$ cat config.mk
export PLATFORM = sky130hd
export DESIGN_NAME = byte_to_bitstream
export DESIGN_NICKNAME = d
export VERILOG_FILES = /design/src/rtl/comms_pkg.sv /design/src/rtl/byte_to_bitstream.sv
export SDC_FILE = /design/constraint.sdc
export NUM_CORES = 1
export LEC_CHECK = 0
export ABC_AREA = 1
export BUFFER_PORTS_ARGS = -buffer_cell sky130_fd_sc_hd__buf_2
export CORE_ASPECT_RATIO = 1.4
export CORE_MARGIN = 2
export CORE_UTILIZATION = 35
export CTS_BUF_LIST = sky130_fd_sc_hd__clkbuf_16
export DETAILED_ROUTE_END_ITERATION = 10
export HOLD_SLACK_MARGIN = 0.1
export SETUP_SLACK_MARGIN = 0.5
export SLEW_MARGIN = 0
export SYNTH_ARGS = -nofsm -noshare
export SYNTH_HDL_FRONTEND = slang
export SYNTH_SLANG_ARGS = --single-unit
$ cat constraint.sdc
create_clock -name clk -period 2.2 [get_ports clk]
set_input_delay 0.22 -clock clk [delete_from_list [all_inputs] [get_ports clk]]
set_output_delay 0.22 -clock clk [all_outputs]
set_load 0.02 [all_outputs]
$ cat src/rtl/comms_pkg.sv
// Shared definitions for the byte/bit conversion pair of the comms datapath.
// The state encoding is also used by the receiver side and its bench.
package comms_pkg;

    localparam int DATA_SIZE_DEFAULT = 8;

    typedef enum logic {
        ST_IDLE  = 1'b0,
        ST_SHIFT = 1'b1
    } state_t;

endpackage

$ cat src/rtl/byte_to_bitstream.sv
// Serialises DATA_SIZE-bit words into a 1-bit stream, LSB first, with a one-word
// holding buffer so consecutive words stream without an idle cycle.
//
//   state    | meaning
//   ---------+----------------------------------------------------------
//   ST_IDLE  | shifter empty, data_out_valid=0, next accept loads shifter
//   ST_SHIFT | shifter loaded, data_out presents bit `count` of the word
module byte_to_bitstream
    import comms_pkg::*;
#(
    parameter int DATA_SIZE = DATA_SIZE_DEFAULT
) (
    input  logic                 clk,
    input  logic                 rst,
    input  logic [DATA_SIZE-1:0] data_in,
    input  logic                 data_in_valid,
    output logic                 data_in_ready,
    output logic                 data_out,
    output logic                 data_out_valid,
    input  logic                 data_out_ready,
    output logic                 word_done
);

    localparam int CNT_W = $clog2(DATA_SIZE);
    localparam logic [CNT_W-1:0] LAST_IDX = CNT_W'(DATA_SIZE - 1);

    state_t               state;
    state_t               state_nxt;
    logic [DATA_SIZE-1:0] shifter;
    logic [DATA_SIZE-1:0] shifter_nxt;
    logic [DATA_SIZE-1:0] hold_buf;
    logic [DATA_SIZE-1:0] hold_buf_nxt;
    logic [CNT_W-1:0]     count;
    logic [CNT_W-1:0]     count_nxt;
    logic                 hold_full;
    logic                 hold_full_nxt;
    logic                 data_out_nxt;
    logic                 data_out_valid_nxt;
    logic                 word_done_nxt;
    logic                 data_in_ready_nxt;
    logic                 accept;
    logic                 bit_xfer;
    logic                 last_xfer;

    always_ff @(posedge clk or negedge rst) begin
        if (!rst) begin
            state          <= ST_IDLE;
            shifter        <= '0;
            hold_buf       <= '0;
            count          <= '0;
            hold_full      <= 1'b0;
            data_out       <= 1'b0;
            data_out_valid <= 1'b0;
            word_done      <= 1'b0;
            data_in_ready  <= 1'b0;
        end else begin
            state          <= state_nxt;
            shifter        <= shifter_nxt;
            hold_buf       <= hold_buf_nxt;
            count          <= count_nxt;
            hold_full      <= hold_full_nxt;
            data_out       <= data_out_nxt;
            data_out_valid <= data_out_valid_nxt;
            word_done      <= word_done_nxt;
            data_in_ready  <= data_in_ready_nxt;
        end
    end

    always_comb begin
        accept    = data_in_valid && data_in_ready;
        bit_xfer  = data_out_valid && data_out_ready;
        last_xfer = bit_xfer && (count == LAST_IDX);

        state_nxt          = state;
        shifter_nxt        = shifter;
        hold_buf_nxt       = hold_buf;
        count_nxt          = count;
        hold_full_nxt      = hold_full;
        data_out_valid_nxt = data_out_valid;
        word_done_nxt      = last_xfer;

        case (state)
            ST_IDLE: begin
                if (accept) begin
                    shifter_nxt        = data_in;
                    count_nxt          = '0;
                    state_nxt          = ST_SHIFT;
                    data_out_valid_nxt = 1'b1;
                end
            end
            ST_SHIFT: begin
                if (last_xfer) begin
                    // Held word takes priority; ready is low whenever it is full,
                    // so a bypass accept and a held word never coincide.
                    if (hold_full) begin
                        shifter_nxt   = hold_buf;
                        count_nxt     = '0;
                        hold_full_nxt = 1'b0;
                    end else if (accept) begin
                        shifter_nxt = data_in;
                        count_nxt   = '0;
                    end else begin
                        shifter_nxt        = '0;
                        count_nxt          = '0;
                        state_nxt          = ST_IDLE;
                        data_out_valid_nxt = 1'b0;
                    end
                end else begin
                    if (bit_xfer) begin
                        shifter_nxt = shifter >> 1;
                        count_nxt   = count + CNT_W'(1);
                    end
                    if (accept) begin
                        hold_buf_nxt  = data_in;
                        hold_full_nxt = 1'b1;
                    end
                end
            end
        endcase

        // The shifter always presents the current bit at position 0.
        data_out_nxt      = shifter_nxt[0] & data_out_valid_nxt;
        data_in_ready_nxt = ~hold_full_nxt;
    end

endmodule
==> results of run 1 <==
registers in the layout, indices dropped and copies added, names as in the netlist, named ones only:
register,cells
count,3
data_in_ready,1
data_out,1
data_out_valid,1
hold_buf,8
shifter,8
state,1
word_done,1
cell families after synthesis:
logic type      synth area share
buf+inv                   0.0702
compound gates            0.0747
simple gates               0.387
fa+ha+maj                 0.0180
flops                      0.450
per-stage QoR:
stage / std cells / setup slack (ps)
6_report: 236 / 613
5_1_grt: 236 / 507
4_1_cts: 236 / 606
3_5_place_dp: 231 / 617
3_3_place_gp: 231 / 643
2_1_floorplan: 176 / 742
report_power, final:
group / internal (W) / switching (W) / total (W)
combinational: 0.0000526 / 0.0000817 / 0.000134
clock: 0.000245 / 0.000163 / 0.000408
sequential: 0.000511 / 0.0000317 / 0.000543
cells in the final DEF, fill, tap and decap left out:
cell,count
nand2_8,1
inv_1,6
o21ai_0,3
nor2_2,2
inv_2,4
nor2_1,17
a21oi_1,5
nand3_4,1
inv_4,2
clkbuf_16,3
nand2_2,5
clkinv_2,2
nand2_4,4
ha_1,2
buf_2,15
nor2_4,1
nand2_1,71
dfrtp_1,25
o21ai_1,4
nand3_1,14
dlygate4sd3_1,1
o21ai_2,5
metal layers:
layer | global-route usage | share of wire | vias to the layer above
met3 | 0.0264 | 0.018 | 11
met1 | 0.176 | 0.42 | 520
met4 | 0.0744 | 0.039 | 0
met2 | 0.245 | 0.52 | 13
li1 | - | - | 586
met5 | 0 | 0 | -
worst min-delay path by stage:
stage                            endpoint  slack, ps  depth (start not counted)
2_1_floorplan  asynchronous set/reset pin        -80                          0
3_3_place_gp                   shifter[6]        260                          1
3_5_place_dp                   shifter[6]        260                          1
4_1_cts                       hold_buf[1]        220                          3
5_1_grt                       hold_buf[1]        220                          3
6_report                      hold_buf[1]        220                          3
area by class of cell:
class	instances	area (sq um)	share of cell area
multi-input cells	135	667	0.426
flip-flops and latches	25	626	0.399
repair buffers	16	85.1	0.0543
clock buffers	3	75.1	0.0479
inverters	13	55.1	0.0351
well taps	43	53.8	0.0343
clock inverters	1	5.00	0.00319
critical path, cell delays in order, from the launching register on:
cell and delay (ps):
dfrtp_1 390, ha_1 200, ha_1 250, nand3_4 160
nand2_2 100, inv_4 150, nand2_8 90, nand2_1 80
o21ai_2 50
==> results.txt, run 1 <==
----------------------------------------------------
[Clocking]
  Sink Count ... 25
  Root buffer selected by CTS ... clkbuf_16
  TritonCTS clock tree ... built
  Maximum number of buffers from clock root to sink ... 2
  Clk_lat worst skew ... 260 ps
  Number of setup buffers added after CTS ... 0
  Cts repair resizes ... 0
  Number of buffers added by the clock tree synthesis step ... 3
  Hold buffer count at CTS ... 1
  Clock Pin Slew Worst Setup and Hold Paths ... 60 ps
  # H-tree levels ... 1

[Worst setup path]
  Setup slack on the worst flop-to-flop path ... 610 ps
  Data required time at the worst endpoint ... 2350 ps
  CP Class ... flip-flop to flip-flop
  Worst-case reg-to-reg path depth ... 8
  End of the worst register-to-register path ... hold_buf[7]
  Worst Setup Start Kind ... flip-flop
  Setup crit end ... hold_buf[7]
  Startpoint of the worst register-to-register path ... count[0]
  CP max FO ... 10
  Type of destination of the critical path ... flip-flop
  Arrival time reported for the critical path endpoint ... 1740 ps
  Startpoint of the worst setup timing path ... count[0]

[Route]
  Routed WL ... 2920 um
  Total number of vias ... 1130
  Via count normalized by instance count ... 4.79
  Routed WL per cell ... 12.4 um
  First-pass DRT Iterations ... 4
  Violation count after the first detailed-route iteration ... 13
  DRC violation count after routing ... 0
  Number of nets with antenna violations after routing ... 0

[Layout]
  Antenna diodes ... 0
  Count of filler cells inserted in the layout ... 401
  Share of the core filled with cells in the final layout ... 0.403
  Signed area change from the synthesized netlist to the final layout ... 12.7%
  Share of final-layout standard cells stronger than drive strength 1 ... 0.233
  Final layout net count ... 208
  Finished layout cell area ... 1570 sq um

[Logic synthesis]
  Yosys warning count ... 0
  Seq cells post-synth ... 25
  Sequential area share after synthesis ... 0.450
  Proportion of synthesized flip-flops having asynchronous set or reset ... 1.00
  Portion of synthesized cell area occupied by the leading cell type ... 0.450
  Most used DFF post-synth ... dfrtp_1
  Syn avg cell area ... 7.90 sq um
  Most used standard cell by instance count after synthesis ... nand2_1
  Most numerous cell types in the synthesized netlist ... nand2_1, dfrtp_1, nor2_1
  Synthesized cell area ... 1390 sq um
  Distinct cell type count after synthesis ... 21
  Number of enable flip-flop cells after synthesis ... 0
  Synthesized Nets ... 190
  Post-synthesis cell type with the largest combined area ... dfrtp_1
  Top cells by area in the synthesized netlist ... dfrtp_1, nand2_1, nand3_1
  Mapped Cells ... 176

[Die]
  Die Area ... 4500 sq um
  Die Ht ... 78.6 um
  # IOs ... 16
  Std cell rows ... 27
  Placeable core region ... 3880 sq um
  Starting density of the core ... 0.358
  Die Width ... 57.3 um

[STA]
  Worst clock skew ... 3.50 ps
  Number of failing setup endpoints in the final timing report ... 0
  Post-route clock period utilization ... 0.721
  Setup repair after global routing missed its margin ... no
  Crit path time final ... 1590 ps
  Min Hold Slack ... 221 ps
  Setup total negative slack ... 0 ps
  Final count of hold timing violations ... 0
  Max-slew violations ... 0
  Worst rel slew slack ... 0.610
  Worst-margin pin slew ... 584 ps
  Timing-limited maximum frequency ... 630 MHz

[Pwr]
  Worst vdd rail ir drop ... 387 uV
  Lkg Pwr ... 0.830 nW
  Overall power of the completed layout ... 0.00109 W
  Areal power density over the cells ... 693 nW/um^2

[Placed design]
  Placed cell area ... 1480 sq um
  Weighted congestion reported at the end of routability-driven placement ... 0.799
  Input/output buffers ... 15
  Post-detailed-placement half-perimeter wirelength ... 2210 um

[Global route]
  Number of global-route vias before repair ... 1096
  First-pass GRT wire length ... 5060 um
  Number of antenna violations at the first check in global routing ... 0
  GRT Resource Usage Total ... 0.146
  GR Overflow Total ... 0
  Pin count of the biggest net entering global routing ... 26

[Min path]
  Type of the worst min-delay path ... input pin to flip-flop
  Origin of the worst min-delay path ... data_in[1]

[Outcome]
  Outcome ... completed

[Run]
  Number of maximum-capacitance constraint violations ... 0

----------------------------------------------------
(Power assumes the default switching activity.)
==> inputs of run 2 (changes only) <==
- clock period: 2.2 -> 1.55 ns (I/O delays scaled with it)
==> results.txt, run 2 (synthesis results as in run 1) <==
----------------------------------------------------
[Outcome]
  Outcome ... completed

[Worst setup path]
  Kind of cell with the highest combined delay on the critical path ... simple AND/OR/NAND/NOR gates
  Worst-case reg-to-reg path depth ... 9
  CP max-delay cell ... dfrtp_1
  Type of destination of the critical path ... flip-flop
  Total number of cells along the worst setup path ... 9
  CP Class ... flip-flop to flip-flop
  Data required time at the worst endpoint ... 1750 ps
  Arrival time reported for the critical path endpoint ... 1600 ps
  Worst Path Buf+Inv ... 1
  Worst Setup Start Kind ... flip-flop
  Worst path cell trace ... ha_2 -> ha_4 -> nand3_4 -> buf_12 -> nor2_4 -> nand2_2 -> nand2_2 -> nand2_2 -> nand2_2
  CP most frequent cell ... nand2_2
  CP max FO ... 5
  Setup slack on the worst flop-to-flop path ... 150 ps
  Slowest Stage Delay on Critical Path ... 370 ps
  Startpoint of the worst setup timing path ... count[1]
  Startpoint of the worst register-to-register path ... count[1]

[Placed design]
  Weighted congestion reported at the end of routability-driven placement ... 0.809
  Input/output buffers ... 15
  Post-detailed-placement half-perimeter wirelength ... 2190 um
  Placed insts ... 233

[Min path]
  Origin of the worst min-delay path ... data_in[4]
  Type of the worst min-delay path ... input pin to flip-flop
  Hold Path Cell Cnt ... 3

[Layout]
  Signed area change from the synthesized netlist to the final layout ... 31.6%
  Final layout net count ... 222
  Most used cells in the layout excluding fill and tap cells ... nand2_1, dfrtp_1, buf_2
  Share of final-layout standard cells stronger than drive strength 1 ... 0.391
  Fin cells ... 250
  Commonest non-fill, non-tap cell in the layout ... nand2_1
  Area of the multi-input gates ... 791 sq um
  Registers with the most flip-flops ... hold_buf: 8 flops, shifter: 8 flops, count: 3 flops
  Antenna diodes ... 0
  Reg area ... 629 sq um
  Count of filler cells inserted in the layout ... 373

[Route]
  DRC violation count after routing ... 0
  First-pass DRT Iterations ... 4
  Routed WL per cell ... 12.6 um
  Total number of vias ... 1204
  Violation count after the first detailed-route iteration ... 25
  Routed WL ... 3140 um
  Via count normalized by instance count ... 4.82
  Number of nets with antenna violations after routing ... 0

[Clocking]
  Number of buffers added by the clock tree synthesis step ... 3
  Clock Pin Slew Worst Setup and Hold Paths ... 60 ps
  # H-tree levels ... 1
  Maximum number of buffers from clock root to sink ... 2
  Clk_lat worst skew ... 260 ps
  Root buffer selected by CTS ... clkbuf_16
  Sink Count ... 25
  TritonCTS clock tree ... built

[Global route]
  GRT Resource Usage Total ... 0.147
  First-pass GRT wire length ... 5170 um
  Number of antenna violations at the first check in global routing ... 0
  Pin count of the biggest net entering global routing ... 26
  Number of global-route vias before repair ... 1134
  GR Overflow Total ... 0

[STA]
  Worst rel slew slack ... 0.617
  Worst-margin pin slew ... 574 ps
  Crit path time final ... 1400 ps
  Setup total negative slack ... 0 ps
  Number of failing setup endpoints in the final timing report ... 0
  Final count of hold timing violations ... 0
  Worst clock skew ... 4.82 ps
  Post-route clock period utilization ... 0.906
  Setup repair after global routing missed its margin ... yes
  Timing-limited maximum frequency ... 712 MHz
  Max-slew violations ... 0

[Die]
  Die Ht ... 78.6 um
  Starting density of the core ... 0.358
  Std cell rows ... 27
  Die Area ... 4500 sq um
  Die Width ... 57.3 um
  # IOs ... 16
  Placeable core region ... 3880 sq um

[Pwr]
  Lkg Pwr ... 0.906 nW
  Areal power density over the cells ... 862 nW/um^2
  Worst vdd rail ir drop ... 968 uV

[Run]
  Number of maximum-capacitance constraint violations ... 0

----------------------------------------------------
==> run 2: metrics by stage <==
| stage | hold slack (ps) | power [W] | setup WS (ps) | util | instance area (sq um) |
|---|---|---|---|---|---|
| after floorplan | -141 | 0.000923 | 258 | - | 1430 |
| after global placement | 191 | 0.000988 | 164 | 0.393 | 1530 |
| after detailed placement | 181 | 0.000987 | 151 | 0.393 | 1530 |
| after CTS | 161 | 0.00156 | 186 | 0.433 | 1680 |
| after global routing | 181 | 0.00165 | 41.2 | 0.471 | 1830 |
| final | 164 | 0.00158 | 145 | 0.471 | 1830 |
==> run 2: worst min-delay path: cells and delay by family <==
family	cells	cell delay [ps]
AND/OR/NAND/NOR	2	120
buffers and inverters	1	110
==> run 2: metal layers <==
| layer | GRT usage | share of wire | up-vias |
|---|---|---|---|
| met2 | 0.254 | 0.54 | 17 |
| met3 | 0.0198 | 0.016 | 6 |
| met5 | 0 | 0 | - |
| met1 | 0.178 | 0.42 | 561 |
| met4 | 0.0651 | 0.026 | 0 |
| li1 | - | - | 620 |
==> run 2: final timing paths <==
| check | to |
|---|---|
| min | shifter[4] |
| min in group asynchronous | shifter[0] |
| min reg2reg | hold_buf[4] |
| max in group asynchronous | state |
| max | shifter[2] |
| max reg2reg | shifter[2] |
==> run 2: power breakdown <==
group	switching [W]	total [W]	internal, W
registers	0.0000560	0.000782	0.000726
logic	0.000138	0.000232	0.0000937
clock network	0.000219	0.000563	0.000345
==> run 2: layout make-up <==
cell class | count | share of cell area
flip-flops and latches | 25 | 0.344
well taps | 43 | 0.0294
clock buffers | 3 | 0.0410
clock inverters | 1 | 0.00205
repair buffers | 28 | 0.105
repair inverters | 1 | 0.00616
inverters | 13 | 0.0404
multi-input cells | 136 | 0.432
==> run 2: timing repair <==
item                                    in CTS  in global routing
endpoints found under the setup margin      24                 25
cloned                                       0                  2
hold buffers                                 1                  0
hold endpoints to repair                    25                  0
setup buffers                                4                  6
pin swaps                                    4                 13
resized for setup                           10                 23
==> inputs of run 3 (changes only) <==
- PLACE_DENSITY: unset -> 0.59
- SLEW_MARGIN: 0 -> 5
==> results.txt, run 3 (synthesis results as in run 1) <==
----------------------------------------------------
[Route]
  Met3 Routed Length ... 64 um
  Post-Route M1 WL ... 1250 um
  Sum of met2 wire segment lengths after detailed routing ... 1590 um
  DRC violation count after routing ... 0
  Uppermost layer routed ... met4
  Via count normalized by instance count ... 4.64
  Total number of vias ... 1128
  Number of nets with antenna violations after routing ... 0
  Routed WL ... 2950 um
  Routed WL per cell ... 12.1 um
  Violation count after the first detailed-route iteration ... 36
  First-pass DRT Iterations ... 4

[STA]
  Worst clock skew ... 6.81 ps
  Max-slew violations ... 0
  Number of failing setup endpoints in the final timing report ... 0
  Worst-margin pin slew ... 572 ps
  Post-route clock period utilization ... 0.872
  Worst rel slew slack ... 0.619
  Crit path time final ... 1350 ps
  Timing-limited maximum frequency ... 740 MHz
  Setup repair after global routing missed its margin ... yes
  Setup total negative slack ... 0 ps
  Final count of hold timing violations ... 0

[Worst setup path]
  CP max-delay cell ... dfrtp_1
  Worst path cell trace ... ha_2 -> ha_4 -> nand3_4 -> nand2_4 -> clkinv_8 -> o21ai_4 -> inv_2
  CP max FO ... 9
  Kind of cell with the highest combined delay on the critical path ... adder cells
  Type of destination of the critical path ... flip-flop
  CP Class ... flip-flop to flip-flop
  Data required time at the worst endpoint ... 1710 ps
  Worst Path Buf+Inv ... 2
  Worst-case reg-to-reg path depth ... 7
  Startpoint of the worst register-to-register path ... count[0]
  Setup slack on the worst flop-to-flop path ... 200 ps
  Worst Setup Start Kind ... flip-flop
  Arrival time reported for the critical path endpoint ... 1510 ps
  Slowest Stage Delay on Critical Path ... 360 ps

[Layout]
  Final layout net count ... 215
  Finished layout cell area ... 1700 sq um
  Antenna diodes ... 0
  Commonest non-fill, non-tap cell in the layout ... nand2_1
  Signed area change from the synthesized netlist to the final layout ... 22.3%
  Share of final-layout standard cells stronger than drive strength 1 ... 0.320
  Share of the core filled with cells in the final layout ... 0.438
  Most used cells in the layout excluding fill and tap cells ... nand2_1, dfrtp_1, nor2_1
  Registers with the most flip-flops ... hold_buf: 8 flops, shifter: 8 flops, count: 3 flops

[Placed design]
  Weighted congestion reported at the end of routability-driven placement ... 0.787
  Post-detailed-placement half-perimeter wirelength ... 2230 um
  Placed cell area ... 1520 sq um
  Input/output buffers ... 15

[Global route]
  First-pass GRT wire length ... 5290 um
  Pin count of the biggest net entering global routing ... 26
  GR Overflow Total ... 0
  Number of global-route vias before repair ... 1166
  Number of antenna violations at the first check in global routing ... 0
  GRT Resource Usage Total ... 0.151

[Clocking]
  Clock Pin Slew Worst Setup and Hold Paths ... 60 ps
  Number of buffers added by the clock tree synthesis step ... 3
  TritonCTS clock tree ... built
  Clk_lat worst skew ... 260 ps
  Maximum number of buffers from clock root to sink ... 2
  # H-tree levels ... 1
  Root buffer selected by CTS ... clkbuf_16
  Sink Count ... 25

[Run]
  Number of maximum-capacitance constraint violations ... 0

[Die]
  Die Area ... 4500 sq um
  Die Ht ... 78.6 um
  Starting density of the core ... 0.358
  Die Width ... 57.3 um
  Std cell rows ... 27
  Placeable core region ... 3880 sq um
  # IOs ... 16

[Pwr]
  Worst vdd rail ir drop ... 652 uV
  Lkg Pwr ... 0.867 nW
  Areal power density over the cells ... 909 nW/um^2

[Min path]
  Hold Path Cell Cnt ... 3
  Origin of the worst min-delay path ... data_in[0]
  Type of the worst min-delay path ... input pin to flip-flop
  Capture endpoint of the worst hold path ... hold_buf[0]

[Outcome]
  Outcome ... completed

----------------------------------------------------
run 3: tightest hold or removal path: cells and delay by family:
kind	cells	cell delay, ps
simple gates	2	140
buf+inv	1	100
run 3: how the worst max path moves through the flow:
stage,start,end,slack (ps),depth (start not counted)
5_1_grt,count[1],flip-flop,100,7
4_1_cts,count[0],hold_buf[5],190,8
2_1_floorplan,count[0],hold_buf[7],260,8
6_report,count[0],flip-flop,200,7
3_3_place_gp,count[0],hold_buf[3],190,8
3_5_place_dp,count[0],hold_buf[3],160,8
run 3: layer usage:
metal  vias up  track usage
li1        604            -
met1       505        0.174
met2        15        0.275
met3         4       0.0264
met4         0       0.0535
met5         -            0
run 3: timing repair:
| item | CTS | global route |
|---|---|---|
| gates cloned | 1 | 0 |
| hold buffers | 1 | 0 |
| endpoints found under the hold margin | 25 | 0 |
| pin swaps | 3 | 6 |
| setup endpoints to repair | 25 | 26 |
| resized for setup | 6 | 7 |
| setup buffers | 4 | 1 |
run 3: metrics by stage:
stage | power [W] | hold slack, ps | setup slack, ps | cells
2_1_floorplan | 0.000923 | -141 | 258 | 176
5_1_grt | 0.00162 | 180 | 102 | 243
3_5_place_dp | 0.000982 | 186 | 163 | 232
3_3_place_gp | 0.000985 | 189 | 190 | 232
6_report | 0.00155 | 161 | 198 | 243
4_1_cts | 0.00156 | 163 | 187 | 242
run 3: final cells by class:
type                       count  area (sq um)
clock inverter                 1          3.75
clock buffer                   3          75.1
sequential                    25           629
timing repair buffer          22           130
inverter                      13          67.6
multi-input combinational    136           741
fill                         394          2180
tap                           43          53.8
run 3: report_power, final:
group / internal [W] / switching (W)
clock: 0.000345 / 0.000222
combinational: 0.0000811 / 0.000123
sequential: 0.000726 / 0.0000487
